File: src/rtl/router_pkg.sv
`default_nettype none
// ============================================================================
// Package : router_pkg
// Purpose : Shared types, header bit positions and routing helpers for the
//           mesh-corner router (corner_router) and its output-port block.
// Revision: 1.0  initial release
// ============================================================================
package router_pkg;

  // Router placement kinds. Only the four corners are instanced today; the
  // edge and centre kinds fall back to the coordinate-based mesh check.
  typedef enum logic [3:0] {
    CORNERSW,
    CORNERSE,
    CORNERNW,
    CORNERNE,
    EDGES,
    EDGEN,
    EDGEW,
    EDGEE,
    CENTRE
  } rtype_t;

  // Header occupies the top HDR_W bits of a flit; indices below are offsets
  // inside that header field (add n-HDR_W for the absolute flit bit).
  localparam int HDR_W  = 4;
  localparam int DX_BIT = 3;
  localparam int DY_BIT = 2;
  localparam int XS_BIT = 1;
  localparam int YS_BIT = 0;

  // Port numbering shared by inputs and outputs.
  localparam int         NPORTS  = 4;
  localparam logic [1:0] P_PROC  = 2'd0;
  localparam logic [1:0] P_X     = 2'd1;
  localparam logic [1:0] P_Y     = 2'd2;
  localparam logic [1:0] P_SPARE = 2'd3;

  // Per-output handshake state.
  typedef enum logic [1:0] {
    OUT_IDLE = 2'd0,
    OUT_SEND = 2'd1,
    OUT_WAIT = 2'd2
  } out_state_t;

  function automatic logic is_corner(input rtype_t rt);
    return (rt == CORNERSW) || (rt == CORNERSE) ||
           (rt == CORNERNW) || (rt == CORNERNE);
  endfunction

  // True when a one-hop move in the given dimension and sign stays on the
  // mesh. sign=1 means toward increasing index. Corners additionally pin
  // the only legal inward direction from their kind.
  function automatic logic move_ok(input rtype_t rt, input logic is_x,
                                   input logic sign, input int src,
                                   input int maxc);
    logic ok;
    ok = sign ? (src < maxc) : (src > 0);
    case (rt)
      CORNERSW: ok = ok && sign;
      CORNERSE: ok = ok && (is_x ? !sign : sign);
      CORNERNW: ok = ok && (is_x ? sign : !sign);
      CORNERNE: ok = ok && !sign;
      default:  ok = ok;
    endcase
    return ok;
  endfunction

endpackage
`default_nettype wire

File: src/rtl/RTPort.sv
`default_nettype none
// ============================================================================
// Interface: RTPort
// Purpose  : One direction of a transition-signalled req/ack link.
//            A new flit is announced by toggling req; the receiver
//            consumes it by toggling ack. data is stable in between.
// Modports : Input  - receiver side (req, data in; ack out)
//            Output - sender side   (req, data out; ack in)
// Revision : 1.0  initial release
// ============================================================================
interface RTPort #(
  parameter int n = 32
);
  logic         req;
  logic         ack;
  logic [n-1:0] data;

  modport Input  (input  req, input  data, output ack);
  modport Output (output req, output data, input  ack);
endinterface
`default_nettype wire

File: src/rtl/rt_out_port.sv
`default_nettype none
// ============================================================================
// Module  : rt_out_port
// Purpose : One router output: round-robin arbiter over the four inputs and
//           the two-phase req/ack sender FSM for the outgoing link.
// Ports   : clk, rst      clock, async active-high reset
//           req_vec_i     per-input request for this output
//           flit_i        per-input flit as it should leave this router
//           ack_i         raw (unsynchronised) ack from the downstream node
//           req_o, data_o outgoing link req (transition) and data
//           done_o        one-hot pulse naming the input whose flit was acked
// Revision: 1.0  initial release
// ============================================================================
module rt_out_port
  import router_pkg::*;
#(
  parameter int n = 32
) (
  input  logic                         clk,
  input  logic                         rst,
  input  logic [NPORTS-1:0]            req_vec_i,
  input  logic [NPORTS-1:0][n-1:0]     flit_i,
  input  logic                         ack_i,
  output logic                         req_o,
  output logic [n-1:0]                 data_o,
  output logic [NPORTS-1:0]            done_o
);

  out_state_t   state_q, state_d;
  logic [1:0]   ptr_q, ptr_d;
  logic [1:0]   owner_q, owner_d;
  logic [n-1:0] data_q, data_d;
  logic         req_q, req_d;
  logic         ack_s1_q, ack_s2_q;
  logic         ack_seen_q, ack_seen_d;

  logic         found_w;
  logic [1:0]   win_w;
  logic [1:0]   idx_w;

  // Search starts at the pointer and wraps, so the input after the last
  // winner has highest priority.
  always_comb begin
    found_w = 1'b0;
    win_w   = ptr_q;
    idx_w   = ptr_q;
    for (int k = 0; k < NPORTS; k++) begin
      idx_w = ptr_q + 2'(k);
      if (!found_w && req_vec_i[idx_w]) begin
        found_w = 1'b1;
        win_w   = idx_w;
      end
    end
  end

  always_comb begin
    state_d    = state_q;
    ptr_d      = ptr_q;
    owner_d    = owner_q;
    data_d     = data_q;
    req_d      = req_q;
    ack_seen_d = ack_seen_q;
    done_o     = '0;
    case (state_q)
      OUT_IDLE: begin
        if (found_w) begin
          data_d  = flit_i[win_w];
          owner_d = win_w;
          ptr_d   = win_w + 2'd1;
          state_d = OUT_SEND;
        end
      end
      OUT_SEND: begin
        // Data was registered last cycle, so it is already stable here.
        req_d   = ~req_q;
        state_d = OUT_WAIT;
      end
      OUT_WAIT: begin
        if (ack_s2_q != ack_seen_q) begin
          ack_seen_d       = ack_s2_q;
          done_o[owner_q]  = 1'b1;
          state_d          = OUT_IDLE;
        end
      end
      default: state_d = OUT_IDLE;
    endcase
  end

  always_ff @(posedge clk or posedge rst) begin
    if (rst) begin
      state_q    <= OUT_IDLE;
      ptr_q      <= P_PROC;
      owner_q    <= 2'd0;
      data_q     <= '0;
      req_q      <= 1'b0;
      ack_s1_q   <= 1'b0;
      ack_s2_q   <= 1'b0;
      ack_seen_q <= 1'b0;
    end else begin
      state_q    <= state_d;
      ptr_q      <= ptr_d;
      owner_q    <= owner_d;
      data_q     <= data_d;
      req_q      <= req_d;
      ack_s1_q   <= ack_i;
      ack_s2_q   <= ack_s1_q;
      ack_seen_q <= ack_seen_d;
    end
  end

  assign req_o  = req_q;
  assign data_o = data_q;

endmodule
`default_nettype wire

File: src/rtl/corner_router.sv
`default_nettype none
// ============================================================================
// Module  : corner_router
// Purpose : Mesh-corner router node. Four two-phase links (proc, X, Y,
//           spare) with X-then-Y dimension-order routing from the flit
//           header; off-mesh moves are acked and dropped.
// Ports   : clk, rst                      clock, async active-high reset
//           proc_input / proc_output      local processor link pair
//           port1_input / port1_output    X-neighbour link pair
//           port2_input / port2_output    Y-neighbour link pair
//           port3_input / port3_output    spare link pair
// Revision: 1.0  initial release
// ============================================================================
module corner_router
  import router_pkg::*;
#(
  parameter rtype_t rtype = CORNERSW,
  parameter int     n     = 32,
  parameter int     srcx  = 0,
  parameter int     srcy  = 0,
  parameter int     maxx  = 1,
  parameter int     maxy  = 1
) (
  input  logic  clk,
  input  logic  rst,
  RTPort.Input  proc_input,
  RTPort.Output proc_output,
  RTPort.Input  port1_input,
  RTPort.Output port1_output,
  RTPort.Input  port2_input,
  RTPort.Output port2_output,
  RTPort.Input  port3_input,
  RTPort.Output port3_output
);

  localparam int DXI = n - HDR_W + DX_BIT;
  localparam int DYI = n - HDR_W + DY_BIT;
  localparam int XSI = n - HDR_W + XS_BIT;
  localparam int YSI = n - HDR_W + YS_BIT;

  // Link signals gathered into port-indexed vectors (0=proc .. 3=spare).
  logic [NPORTS-1:0]        in_req_w;
  logic [NPORTS-1:0][n-1:0] in_data_w;
  logic [NPORTS-1:0]        out_ack_w;
  logic [NPORTS-1:0]        out_req_w;
  logic [NPORTS-1:0][n-1:0] out_data_w;

  assign in_req_w  = {port3_input.req, port2_input.req, port1_input.req, proc_input.req};
  assign in_data_w = {port3_input.data, port2_input.data, port1_input.data, proc_input.data};
  assign out_ack_w = {port3_output.ack, port2_output.ack, port1_output.ack, proc_output.ack};

  assign proc_output.req   = out_req_w[P_PROC];
  assign proc_output.data  = out_data_w[P_PROC];
  assign port1_output.req  = out_req_w[P_X];
  assign port1_output.data = out_data_w[P_X];
  assign port2_output.req  = out_req_w[P_Y];
  assign port2_output.data = out_data_w[P_Y];
  assign port3_output.req  = out_req_w[P_SPARE];
  assign port3_output.data = out_data_w[P_SPARE];

  // Input-side state.
  logic [NPORTS-1:0]        req_s1_q, req_s2_q;
  logic [NPORTS-1:0]        req_seen_q, req_seen_d;
  logic [NPORTS-1:0]        pend_q, pend_d;
  logic [NPORTS-1:0]        in_ack_q, in_ack_d;
  logic [NPORTS-1:0][n-1:0] flit_q, flit_d;

  assign proc_input.ack  = in_ack_q[P_PROC];
  assign port1_input.ack = in_ack_q[P_X];
  assign port2_input.ack = in_ack_q[P_Y];
  assign port3_input.ack = in_ack_q[P_SPARE];

  // Routing decision for each held flit.
  logic [NPORTS-1:0][1:0]        dest_w;
  logic [NPORTS-1:0]             drop_w;
  logic [NPORTS-1:0][n-1:0]      fwd_flit_w;
  logic [NPORTS-1:0][NPORTS-1:0] out_rv_w;    // [output][input]
  logic [NPORTS-1:0][NPORTS-1:0] out_done_w;  // [output][input]
  logic [NPORTS-1:0]             in_done_w;

  always_comb begin
    for (int i = 0; i < NPORTS; i++) begin
      fwd_flit_w[i] = flit_q[i];
      dest_w[i]     = P_PROC;
      drop_w[i]     = 1'b0;
      if (flit_q[i][DXI]) begin
        dest_w[i]          = P_X;
        fwd_flit_w[i][DXI] = 1'b0;
        drop_w[i]          = !move_ok(rtype, 1'b1, flit_q[i][XSI], srcx, maxx);
      end else if (flit_q[i][DYI]) begin
        dest_w[i]          = P_Y;
        fwd_flit_w[i][DYI] = 1'b0;
        drop_w[i]          = !move_ok(rtype, 1'b0, flit_q[i][YSI], srcy, maxy);
      end
    end
  end

  // Held flits stay requesting until their output reports the downstream
  // ack; the output only samples requests while idle, so this is safe.
  always_comb begin
    for (int o = 0; o < NPORTS; o++) begin
      for (int i = 0; i < NPORTS; i++) begin
        out_rv_w[o][i] = pend_q[i] && !drop_w[i] && (dest_w[i] == 2'(o)) &&
                         !((2'(o) == P_SPARE) && is_corner(rtype));
      end
    end
  end

  always_comb begin
    in_done_w = '0;
    for (int o = 0; o < NPORTS; o++) begin
      in_done_w = in_done_w | out_done_w[o];
    end
  end

  always_comb begin
    req_seen_d = req_seen_q;
    pend_d     = pend_q;
    in_ack_d   = in_ack_q;
    flit_d     = flit_q;
    for (int i = 0; i < NPORTS; i++) begin
      if (!pend_q[i]) begin
        // Edges are only looked at while the input is empty, which holds
        // off the next flit until this one's ack has gone out.
        if (req_s2_q[i] != req_seen_q[i]) begin
          req_seen_d[i] = req_s2_q[i];
          flit_d[i]     = in_data_w[i];
          pend_d[i]     = 1'b1;
        end
      end else if (drop_w[i] || in_done_w[i]) begin
        pend_d[i]   = 1'b0;
        in_ack_d[i] = ~in_ack_q[i];
      end
    end
  end

  always_ff @(posedge clk or posedge rst) begin
    if (rst) begin
      req_s1_q   <= '0;
      req_s2_q   <= '0;
      req_seen_q <= '0;
      pend_q     <= '0;
      in_ack_q   <= '0;
      flit_q     <= '0;
    end else begin
      req_s1_q   <= in_req_w;
      req_s2_q   <= req_s1_q;
      req_seen_q <= req_seen_d;
      pend_q     <= pend_d;
      in_ack_q   <= in_ack_d;
      flit_q     <= flit_d;
    end
  end

  for (genvar g = 0; g < NPORTS; g++) begin : g_out
    rt_out_port #(
      .n(n)
    ) u_out (
      .clk       (clk),
      .rst       (rst),
      .req_vec_i (out_rv_w[g]),
      .flit_i    (fwd_flit_w),
      .ack_i     (out_ack_w[g]),
      .req_o     (out_req_w[g]),
      .data_o    (out_data_w[g]),
      .done_o    (out_done_w[g])
    );
  end

endmodule
`default_nettype wire

File: src/flat_wrapper.sv
// flat-port wrapper written by rule: the top's interface ports become plain ports
module corner_router_flat import router_pkg::*;
#(
  parameter rtype_t rtype = CORNERSW,
  parameter int     n     = 32,
  parameter int     srcx  = 0,
  parameter int     srcy  = 0,
  parameter int     maxx  = 1,
  parameter int     maxy  = 1
)
  (clk, rst, proc_input_req, proc_input_data, proc_input_ack, proc_output_req, proc_output_data, proc_output_ack, port1_input_req, port1_input_data, port1_input_ack, port1_output_req, port1_output_data, port1_output_ack, port2_input_req, port2_input_data, port2_input_ack, port2_output_req, port2_output_data, port2_output_ack, port3_input_req, port3_input_data, port3_input_ack, port3_output_req, port3_output_data, port3_output_ack);
  RTPort #(.n(n)) proc_input_i ();
  RTPort #(.n(n)) proc_output_i ();
  RTPort #(.n(n)) port1_input_i ();
  RTPort #(.n(n)) port1_output_i ();
  RTPort #(.n(n)) port2_input_i ();
  RTPort #(.n(n)) port2_output_i ();
  RTPort #(.n(n)) port3_input_i ();
  RTPort #(.n(n)) port3_output_i ();
  input  logic clk;
  input  logic rst;
  input wire logic [$bits(proc_input_i.req)-1:0] proc_input_req;
  input wire logic [$bits(proc_input_i.data)-1:0] proc_input_data;
  output wire logic [$bits(proc_input_i.ack)-1:0] proc_input_ack;
  output wire logic [$bits(proc_output_i.req)-1:0] proc_output_req;
  output wire logic [$bits(proc_output_i.data)-1:0] proc_output_data;
  input wire logic [$bits(proc_output_i.ack)-1:0] proc_output_ack;
  input wire logic [$bits(port1_input_i.req)-1:0] port1_input_req;
  input wire logic [$bits(port1_input_i.data)-1:0] port1_input_data;
  output wire logic [$bits(port1_input_i.ack)-1:0] port1_input_ack;
  output wire logic [$bits(port1_output_i.req)-1:0] port1_output_req;
  output wire logic [$bits(port1_output_i.data)-1:0] port1_output_data;
  input wire logic [$bits(port1_output_i.ack)-1:0] port1_output_ack;
  input wire logic [$bits(port2_input_i.req)-1:0] port2_input_req;
  input wire logic [$bits(port2_input_i.data)-1:0] port2_input_data;
  output wire logic [$bits(port2_input_i.ack)-1:0] port2_input_ack;
  output wire logic [$bits(port2_output_i.req)-1:0] port2_output_req;
  output wire logic [$bits(port2_output_i.data)-1:0] port2_output_data;
  input wire logic [$bits(port2_output_i.ack)-1:0] port2_output_ack;
  input wire logic [$bits(port3_input_i.req)-1:0] port3_input_req;
  input wire logic [$bits(port3_input_i.data)-1:0] port3_input_data;
  output wire logic [$bits(port3_input_i.ack)-1:0] port3_input_ack;
  output wire logic [$bits(port3_output_i.req)-1:0] port3_output_req;
  output wire logic [$bits(port3_output_i.data)-1:0] port3_output_data;
  input wire logic [$bits(port3_output_i.ack)-1:0] port3_output_ack;
  assign proc_input_i.req = proc_input_req;
  assign proc_input_i.data = proc_input_data;
  assign proc_input_ack = proc_input_i.ack;
  assign proc_output_req = proc_output_i.req;
  assign proc_output_data = proc_output_i.data;
  assign proc_output_i.ack = proc_output_ack;
  assign port1_input_i.req = port1_input_req;
  assign port1_input_i.data = port1_input_data;
  assign port1_input_ack = port1_input_i.ack;
  assign port1_output_req = port1_output_i.req;
  assign port1_output_data = port1_output_i.data;
  assign port1_output_i.ack = port1_output_ack;
  assign port2_input_i.req = port2_input_req;
  assign port2_input_i.data = port2_input_data;
  assign port2_input_ack = port2_input_i.ack;
  assign port2_output_req = port2_output_i.req;
  assign port2_output_data = port2_output_i.data;
  assign port2_output_i.ack = port2_output_ack;
  assign port3_input_i.req = port3_input_req;
  assign port3_input_i.data = port3_input_data;
  assign port3_input_ack = port3_input_i.ack;
  assign port3_output_req = port3_output_i.req;
  assign port3_output_data = port3_output_i.data;
  assign port3_output_i.ack = port3_output_ack;
  corner_router #(.rtype(rtype), .n(n), .srcx(srcx), .srcy(srcy), .maxx(maxx), .maxy(maxy)) u_core (.clk(clk), .rst(rst), .proc_input(proc_input_i), .proc_output(proc_output_i), .port1_input(port1_input_i), .port1_output(port1_output_i), .port2_input(port2_input_i), .port2_output(port2_output_i), .port3_input(port3_input_i), .port3_output(port3_output_i));
endmodule
File: config.mk
export PLATFORM = sky130hd
export DESIGN_NAME = corner_router_flat
export DESIGN_NICKNAME = d
export VERILOG_FILES = /design/src/rtl/router_pkg.sv /design/src/rtl/RTPort.sv /design/src/rtl/rt_out_port.sv /design/src/rtl/corner_router.sv /design/src/flat_wrapper.sv
export SDC_FILE = /design/constraint.sdc
export NUM_CORES = 1
export LEC_CHECK = 0
export BUFFER_PORTS_ARGS = -buffer_cell sky130_fd_sc_hd__buf_2
export CAP_MARGIN = 20
export CORE_AREA = 2 2 167 169
export DETAILED_ROUTE_END_ITERATION = 6
export DIE_AREA = 0 0 169 171
export PLACE_DENSITY = 0.84
export SYNTH_ARGS = -nofsm -noshare
export SYNTH_HDL_FRONTEND = slang
export SYNTH_SLANG_ARGS = --single-unit
File: constraint.sdc
create_clock -name clk -period 10.67 [get_ports clk]
set_input_delay 1.6005 -clock clk [delete_from_list [all_inputs] [get_ports clk]]
set_output_delay 1.6005 -clock clk [all_outputs]
set_load 0.02 [all_outputs]
# Word level (Yosys, flattened, before mapping)
# Index checks and enable logic that the tools add are counted.
[word_totals]
out_inout_bits = 136
wordCells = 382
reg_bits = 316
input_bits = 138
[classes]
bitwise = 15
n_reduce_logical = 96
magnitude_cmp = 28
add_sub_neg = 16
muxes = 148
eq_ne = 32
[ops]
columns = ["op", "n"]
rows = [
  ["$bmux W32 S2", 4],
  ["$mux W32", 4],
  ["$mux W1", 80],
  ["$lt A2 B3 Y1 const B", 24],
  ["$mux W2", 28],
  ["$logic_and A1 B1 Y1", 40],
  ["$reduce_and A2 Y1", 20],
  ["$bmux W1 S2", 16],
  ["$mux W4", 8],
  ["$logic_not A1 Y1", 24],
  ["$pmux W2 S3", 4],
  ["$add A2 B1 Y2 const B", 8],
  ["$add A2 B2 Y2 const B", 8],
  ["$eq A2 B1 Y1 const B", 8],
  ["$eq A2 B2 Y1 const B", 8],
  ["$logic_not A2 Y1", 8],
  ["$ne A2 B2 Y1 const B", 8],
  ["$not A1 Y1", 12],
  ["$or A4 B4 Y4", 3],
  ["$demux W1 S2", 4],
  ["$ge A2 B1 Y1 const B", 4],
  ["$ne A1 B1 Y1", 8],
  ["$logic_or A1 B1 Y1", 4],
]

# Logic depth before layout (Yosys ltp)
[logic_depth]
depth_word = 24
mapped_depth = 11
mapped_depth_nobuf = 7

# By module
# From an unflattened synthesis, not the netlist that was laid out.
[hier_totals]
cells_unflattened = 1432
hier_area_um2 = 17825.8
[by_module_without_submodules]
columns = ["module", "instances", "seq_area_each_um2", "area_each_um2", "cells_per_inst"]
rows = [
  ["rt_out_port (u_core.g_out[0].u_out ...)", 3, 1051.0, 3030.4, 271],
  ["corner_router", 1, 3703.6, 5709.2, 348],
  ["rt_out_port (u_core.g_out[3].u_out)", 1, 1051.0, 3025.4, 271],
]

# Least setup slack after synthesis
# OpenSTA, ideal clock, no wires.
[synth_path]
kind = "flip-flop to flip-flop"
startpoint = "register u_core.flit_q[127] (netlist name)"
endpoint = "register u_core.g_out[1].u_out.data_q[10]"
t_arrival_ps = 1968
path_slack_ps = 8570
setup_ps = 132
stages_incl_launch_ff = 10
t_required_ps = 10538
path_cell_list = "dfrtp_1 > buf_2 > and3_1 > o22ai_1 > a222oi_1 > buf_4 > buf_4 > mux2_2 > a22oi_1 > o21ai_1"
[synth_via]
elab_chain_cells = 18
[synth_lines]
columns = ["item", "line", "source"]
rows = [
  ["from (decl)", "corner_router.sv:66", "logic [NPORTS-1:0][n-1:0] flit_q, flit_d;"],
  ["from (signal assigned)", "corner_router.sv:151", "flit_q <= flit_d;"],
  ["$mux W1", "corner_router.sv:86", "if (flit_q[i][DXI]) begin"],
  ["$logic_not A1 Y1", "corner_router.sv:103", "out_rv_w[o][i] = pend_q[i] && !drop_w[i] && (dest_w[i] == 2'(o)) &&"],
  ["$logic_and A1 B1 Y1", "corner_router.sv:103", ""],
  ["$logic_and A1 B1 Y1 (*)", "corner_router.sv:103", ""],
  ["$bmux W1 S2", "rt_out_port.sv:49", "if (!found_w && req_vec_i[idx_w]) begin"],
  ["$mux W1 (not written as such)", "rt_out_port.sv:49", ""],
  ["$mux W1", "rt_out_port.sv:49", ""],
  ["$logic_not A1 Y1", "rt_out_port.sv:49", ""],
  ["(+2 left out)", "--", ""],
  ["$logic_not A1 Y1", "rt_out_port.sv:49", ""],
  ["$logic_and A1 B1 Y1", "rt_out_port.sv:49", ""],
  ["$mux W1", "rt_out_port.sv:49", ""],
  ["$logic_not A1 Y1", "rt_out_port.sv:49", ""],
  ["$logic_and A1 B1 Y1", "rt_out_port.sv:49", ""],
  ["$mux W2", "rt_out_port.sv:49", ""],
  ["$bmux W32 S2", "rt_out_port.sv:67", "data_d = flit_i[win_w];"],
  ["$mux W32 (not written as such)", "rt_out_port.sv:67", ""],
  ["to (signal assigned)", "rt_out_port.sv:103", "data_q <= data_d;"],
  ["to (decl)", "rt_out_port.sv:32", "logic [n-1:0] data_q, data_d;"],
]
# Mark *: on every way between the ends. The rest lies on a longest branch, timed or not. The select of a mux whose other input is x is not followed.
# A chain may end at the register's enable or synchronous reset.

# Worst setup path in the final report
[layout_path]
startpoint = "register u_core.pend_q[3]"
endpoint = "register u_core.g_out[1].u_out.data_q[9]"
[layout_via]
elab_chain_cells = 16
[layout_lines]
columns = ["item", "line", "source"]
rows = [
  ["from (decl)", "corner_router.sv:64", "logic [NPORTS-1:0] pend_q, pend_d;"],
  ["from (signal assigned)", "corner_router.sv:149", "pend_q <= pend_d;"],
  ["$logic_and A1 B1 Y1 (*) (2 in a row)", "corner_router.sv:103", ""],
  ["$bmux W1 S2", "rt_out_port.sv:49", ""],
  ["$mux W1 (not written as such)", "rt_out_port.sv:49", ""],
  ["$mux W1", "rt_out_port.sv:49", ""],
  ["$logic_not A1 Y1", "rt_out_port.sv:49", ""],
  ["$logic_and A1 B1 Y1", "rt_out_port.sv:49", ""],
  ["$mux W1", "rt_out_port.sv:49", ""],
  ["$logic_not A1 Y1", "rt_out_port.sv:49", ""],
  ["$logic_and A1 B1 Y1", "rt_out_port.sv:49", ""],
  ["$mux W1", "rt_out_port.sv:49", ""],
  ["$logic_not A1 Y1", "rt_out_port.sv:49", ""],
  ["$logic_and A1 B1 Y1", "rt_out_port.sv:49", ""],
  ["$mux W2", "rt_out_port.sv:49", ""],
  ["$bmux W32 S2", "rt_out_port.sv:67", ""],
  ["$mux W32 (not written as such)", "rt_out_port.sv:67", ""],
]
# Marks and branches as above.

==> summary.md <==
| Metric | Value |
|---|---|
| Crit path max-delay family | `compound AO/OA/AOI/OAI gates` |
| Crit share post-route | `0.318` |
| M1 WL | `15,200 µm` |
| Top cells by count, synth | `dfrtp_1, mux2_2, mux2i_1` |
| Switching power total | `between 2 and 3 mW` |
| # nets final | `approximately 1,400` |
| Worst vdd ir | `about 0.38 mV` |
| Hold/Removal Path Class | `reg -> reg` |
| Max Clk Rate | `a little under 0.3 GHz` |
| Routed WL per cell | `between 20 and 25 µm` |
| Vias per cell | `5.85` |
| Main flop type after synthesis | `dfrtp_1` |
| Final min period | `between 3000 and 4000 ps` |
| CORE AREA | `~0.027 mm²` |
| Syn_area_per_cell | `12.8 µm²` |
| Layout cells sized above 1 | `0.398` |
| CP endpoint kind | `flop` |
| Gr ovfl total | `0` |
| DR DRC count | `0` |
| Vias | `about 9,600` |
| Worst slew pin tran | `~1200 ps` |
| RSZ-0062 raised after global routing | `false` |
| CP startpoint kind | `flop` |
| Final slew viol count | `0` |
| Final setup vio count | `0` |
| GPL Wtd Cong | `0.849` |
| Hold-fix buffers, CTS | `0` |
| Pre-CTS setup slack | `6910 ps` |
| Vias in the first global route | `between 9,000 and 10,000` |
| Setup bufs post-CTS | `0` |
| Detailed Route WL | `36,000 µm` |
| Area Growth Syn to Fin | `16.8%` |
| Slowest Stage Delay on Critical Path | `910 ps` |
| Flop pwr share | `0.313` |
| Largest net degree at the start of global routing | `86` |
| Number of nets with antenna violations after routing | `0` |
| Cell taking the most area after synthesis | `dfrtp_1` |
| Top-count cell post-synth | `dfrtp_1` |
| CTS tree | `built` |
| Cell Pwr Density | `422 mW/mm²` |
| Sequential-to-total area share from yosys stat | `0.516` |
| Clk_lat worst skew | `about 550 ps` |
| Met2 WL | `between 15,000 and 20,000 µm` |
| Synthesized area | `about 0.013 mm²` |
| Total track usage | `0.244` |
| WP buf/inv | `1` |
| YS warnings | `0` |
| Cell variety after synth | `slightly below 60` |
| Top-area cell type share of the netlist area | `0.516` |
| Top Layer Used | `met5` |
| Number of synthesized flops with an enable pin | `0` |
| Post-detail-place hpwl | `approximately 23,000 µm` |
| Clock power share | `0.164` |
| Final hold vios | `0` |
| Leakage power | `~7.3 nW` |
| IO Pins | `around 270` |
| DRT Pass-1 Iters | `5` |
| Cell Rows | `61` |
| Status | `completed` |
| Internal power | `3.80 mW` |
| Crit path DAT | `approximately 3800 ps` |
| Setup Crit Path Kind | `reg -> reg` |
| Flop and latch count out of synthesis | `approximately 280` |
| Asr flop ratio synth | `1.00` |
| Fin Setup TNS | `0 ps` |
| CTS Sinks | `277` |
| CTS root buffer | `clkbuf_16` |
| Synth area leaders | `dfrtp_1, mux2_2, mux2i_1` |
| Die X-Extent | `approximately 170 µm` |
| DRT iter0 DRCs | `about 660` |
| Die H | `approximately 170 µm` |
| Initial Util | `0.492` |
| Max-cap violations | `0` |
| Switch share | `0.426` |
| CTS max path bufs | `3` |
| CP Data Required Time | `11,050 ps` |
| Die footprint | `between 0.02 and 0.03 mm²` |
| Met3 WL | `between 2000 and 3000 µm` |
| Comb power frac | `0.523` |
| Rel. slew slack | `0.216` |
| Crit path cell chain | `and3_1 > o22ai_1 > a222oi_1 > buf_4 > mux2_2 > a22oi_1 > o21ai_1` |
| FILL cells | `2,200` |
| Initial antenna violation count | `2` |
| Crit-path max FO | `62` |
| First-pass GRT wire length | `roughly 55,000 µm` |
| CTS clock-pin slew for the worst setup and hold paths | `~60 ps` |
| Worst path slowest cell | `buf_4` |
| H-tree Lvls | `1` |
| CTS resizes | `0` |
| Mapped Cells | `~1,100` |
| Max Clock Skew | `roughly 14 ps` |
| IO buf count | `238` |
| Final Worst Setup Slack | `around 7300 ps` |
| TritonCTS Buffers | `30` |
## stage by stage
| stage | hold slack (ps) | area (µm²) | power [mW] | utilization | instances |
|---|---|---|---|---|---|
| floorplan | 331 | 13600 | 4.73 | - | 1088 |
| global placement | 335 | 14600 | 5.40 | 0.536 | 1580 |
| detailed placement | 337 | 14600 | 5.53 | 0.536 | 1580 |
| CTS | 351 | 15700 | 6.65 | 0.574 | 1635 |
| global route | 366 | 15700 | 7.00 | 0.574 | 1636 |
| finish | 349 | 15700 | 6.63 | 0.574 | 1636 |
## cell type report
| cell class | count | area (µm²) | area share |
|---|---|---|---|
| sequential | 277 | 6930 | 0.442 |
| multi-input combinational | 692 | 5920 | 0.377 |
| timing repair buffer | 251 | 1290 | 0.0822 |
| clock buffer | 44 | 885 | 0.0564 |
| tap | 346 | 433 | 0.0276 |
| clock inverter | 11 | 160 | 0.0102 |
| inverter | 14 | 65.1 | 0.00415 |
| antenna | 1 | 2.50 | 0.000160 |
## cell usage in the layout, fill, tap and decap left out, types with 4 or more instances in the layout
master and count:
bufinv_16 4, a22oi_1 32, xnor2_1 17, nand2b_1 13
inv_1 10, buf_2 238, dfrtp_1 277, mux2i_1 150
nand3_1 10, clkbuf_16 31, clkinv_2 5, a2bb2oi_1 29
o221ai_2 28, buf_4 13, clkbuf_8 6, nor2_4 5
o21ai_0 8, mux2_2 162, clkbuf_1 7, o22ai_1 9
nor2_1 10, nand4b_1 4, nand2_1 51, o21ai_1 63
conb_1 36
## worst register-to-register path, stage by stage (launching register included)
cell and delay [ps]:
dfrtp_1 550, and3_1 280, o22ai_1 100, a222oi_1 610, buf_4 910, mux2_2 460, a22oi_1 200, o21ai_1 120
## power by group through the flow
stage	Clock, mW	Combinational (mW)	Sequential (mW)
after global routing	1.15	3.71	2.13
after CTS	1.11	3.48	2.06
after floorplan	0	2.63	2.09
after detailed placement	0	3.46	2.07
final	1.09	3.46	2.07
after global placement	0	3.35	2.05
## state kept, by name (all words and copies together) (netlist names)
register / cells
u_core.flit_q: 128
u_core.g_out.u_out.data_o: 93
u_core.g_out.u_out.state_q: 8
u_core.g_out.u_out.owner_q: 6
u_core.g_out.u_out.ptr_q: 6
u_core.g_out.u_out.ack_s1_q: 4
u_core.g_out.u_out.ack_s2_q: 4
u_core.g_out.u_out.ack_seen_q: 4
u_core.g_out.u_out.req_o: 4
u_core.in_ack_q: 4
u_core.pend_q: 4
u_core.req_s1_q: 4
u_core.req_s2_q: 4
u_core.req_seen_q: 4
## cell families after synthesis
logic type	synth area share
XOR/XNOR	0.0124
AND/OR/NAND/NOR	0.0486
multiplexers	0.249
buffers and inverters	0.0572
AO/OA/AOI/OAI	0.116
flip-flops	0.516
other	0.000279
## worst paths after layout
path / from / slack (ps) / to / cells after the start
worst max-delay path: u_core.pend_q[3] / 7270 / u_core.g_out[1].u_out.data_o[9] / 7
max in group asynchronous: rst / 7570 / u_core.g_out[2].u_out.data_o[27] / 4
min in group asynchronous: rst / 1140 / u_core.flit_q[100] / 2
worst min-delay path: u_core.g_out[0].u_out.ack_s1_q / 350 / u_core.g_out[0].u_out.ack_s2_q / 0
worst min register to register: u_core.g_out[0].u_out.ack_s1_q / 350 / u_core.g_out[0].u_out.ack_s2_q / 0
worst max register to register: u_core.pend_q[3] / 7270 / u_core.g_out[1].u_out.data_o[9] / 7
## routing by layer
layer	global-route usage	vias up
met2	0.396	410
li1	-	4227
met5	0	-
met4	0.0769	2
met1	0.334	4866
met3	0.0467	61
Note: power is estimated with default switching activity, not from simulation.
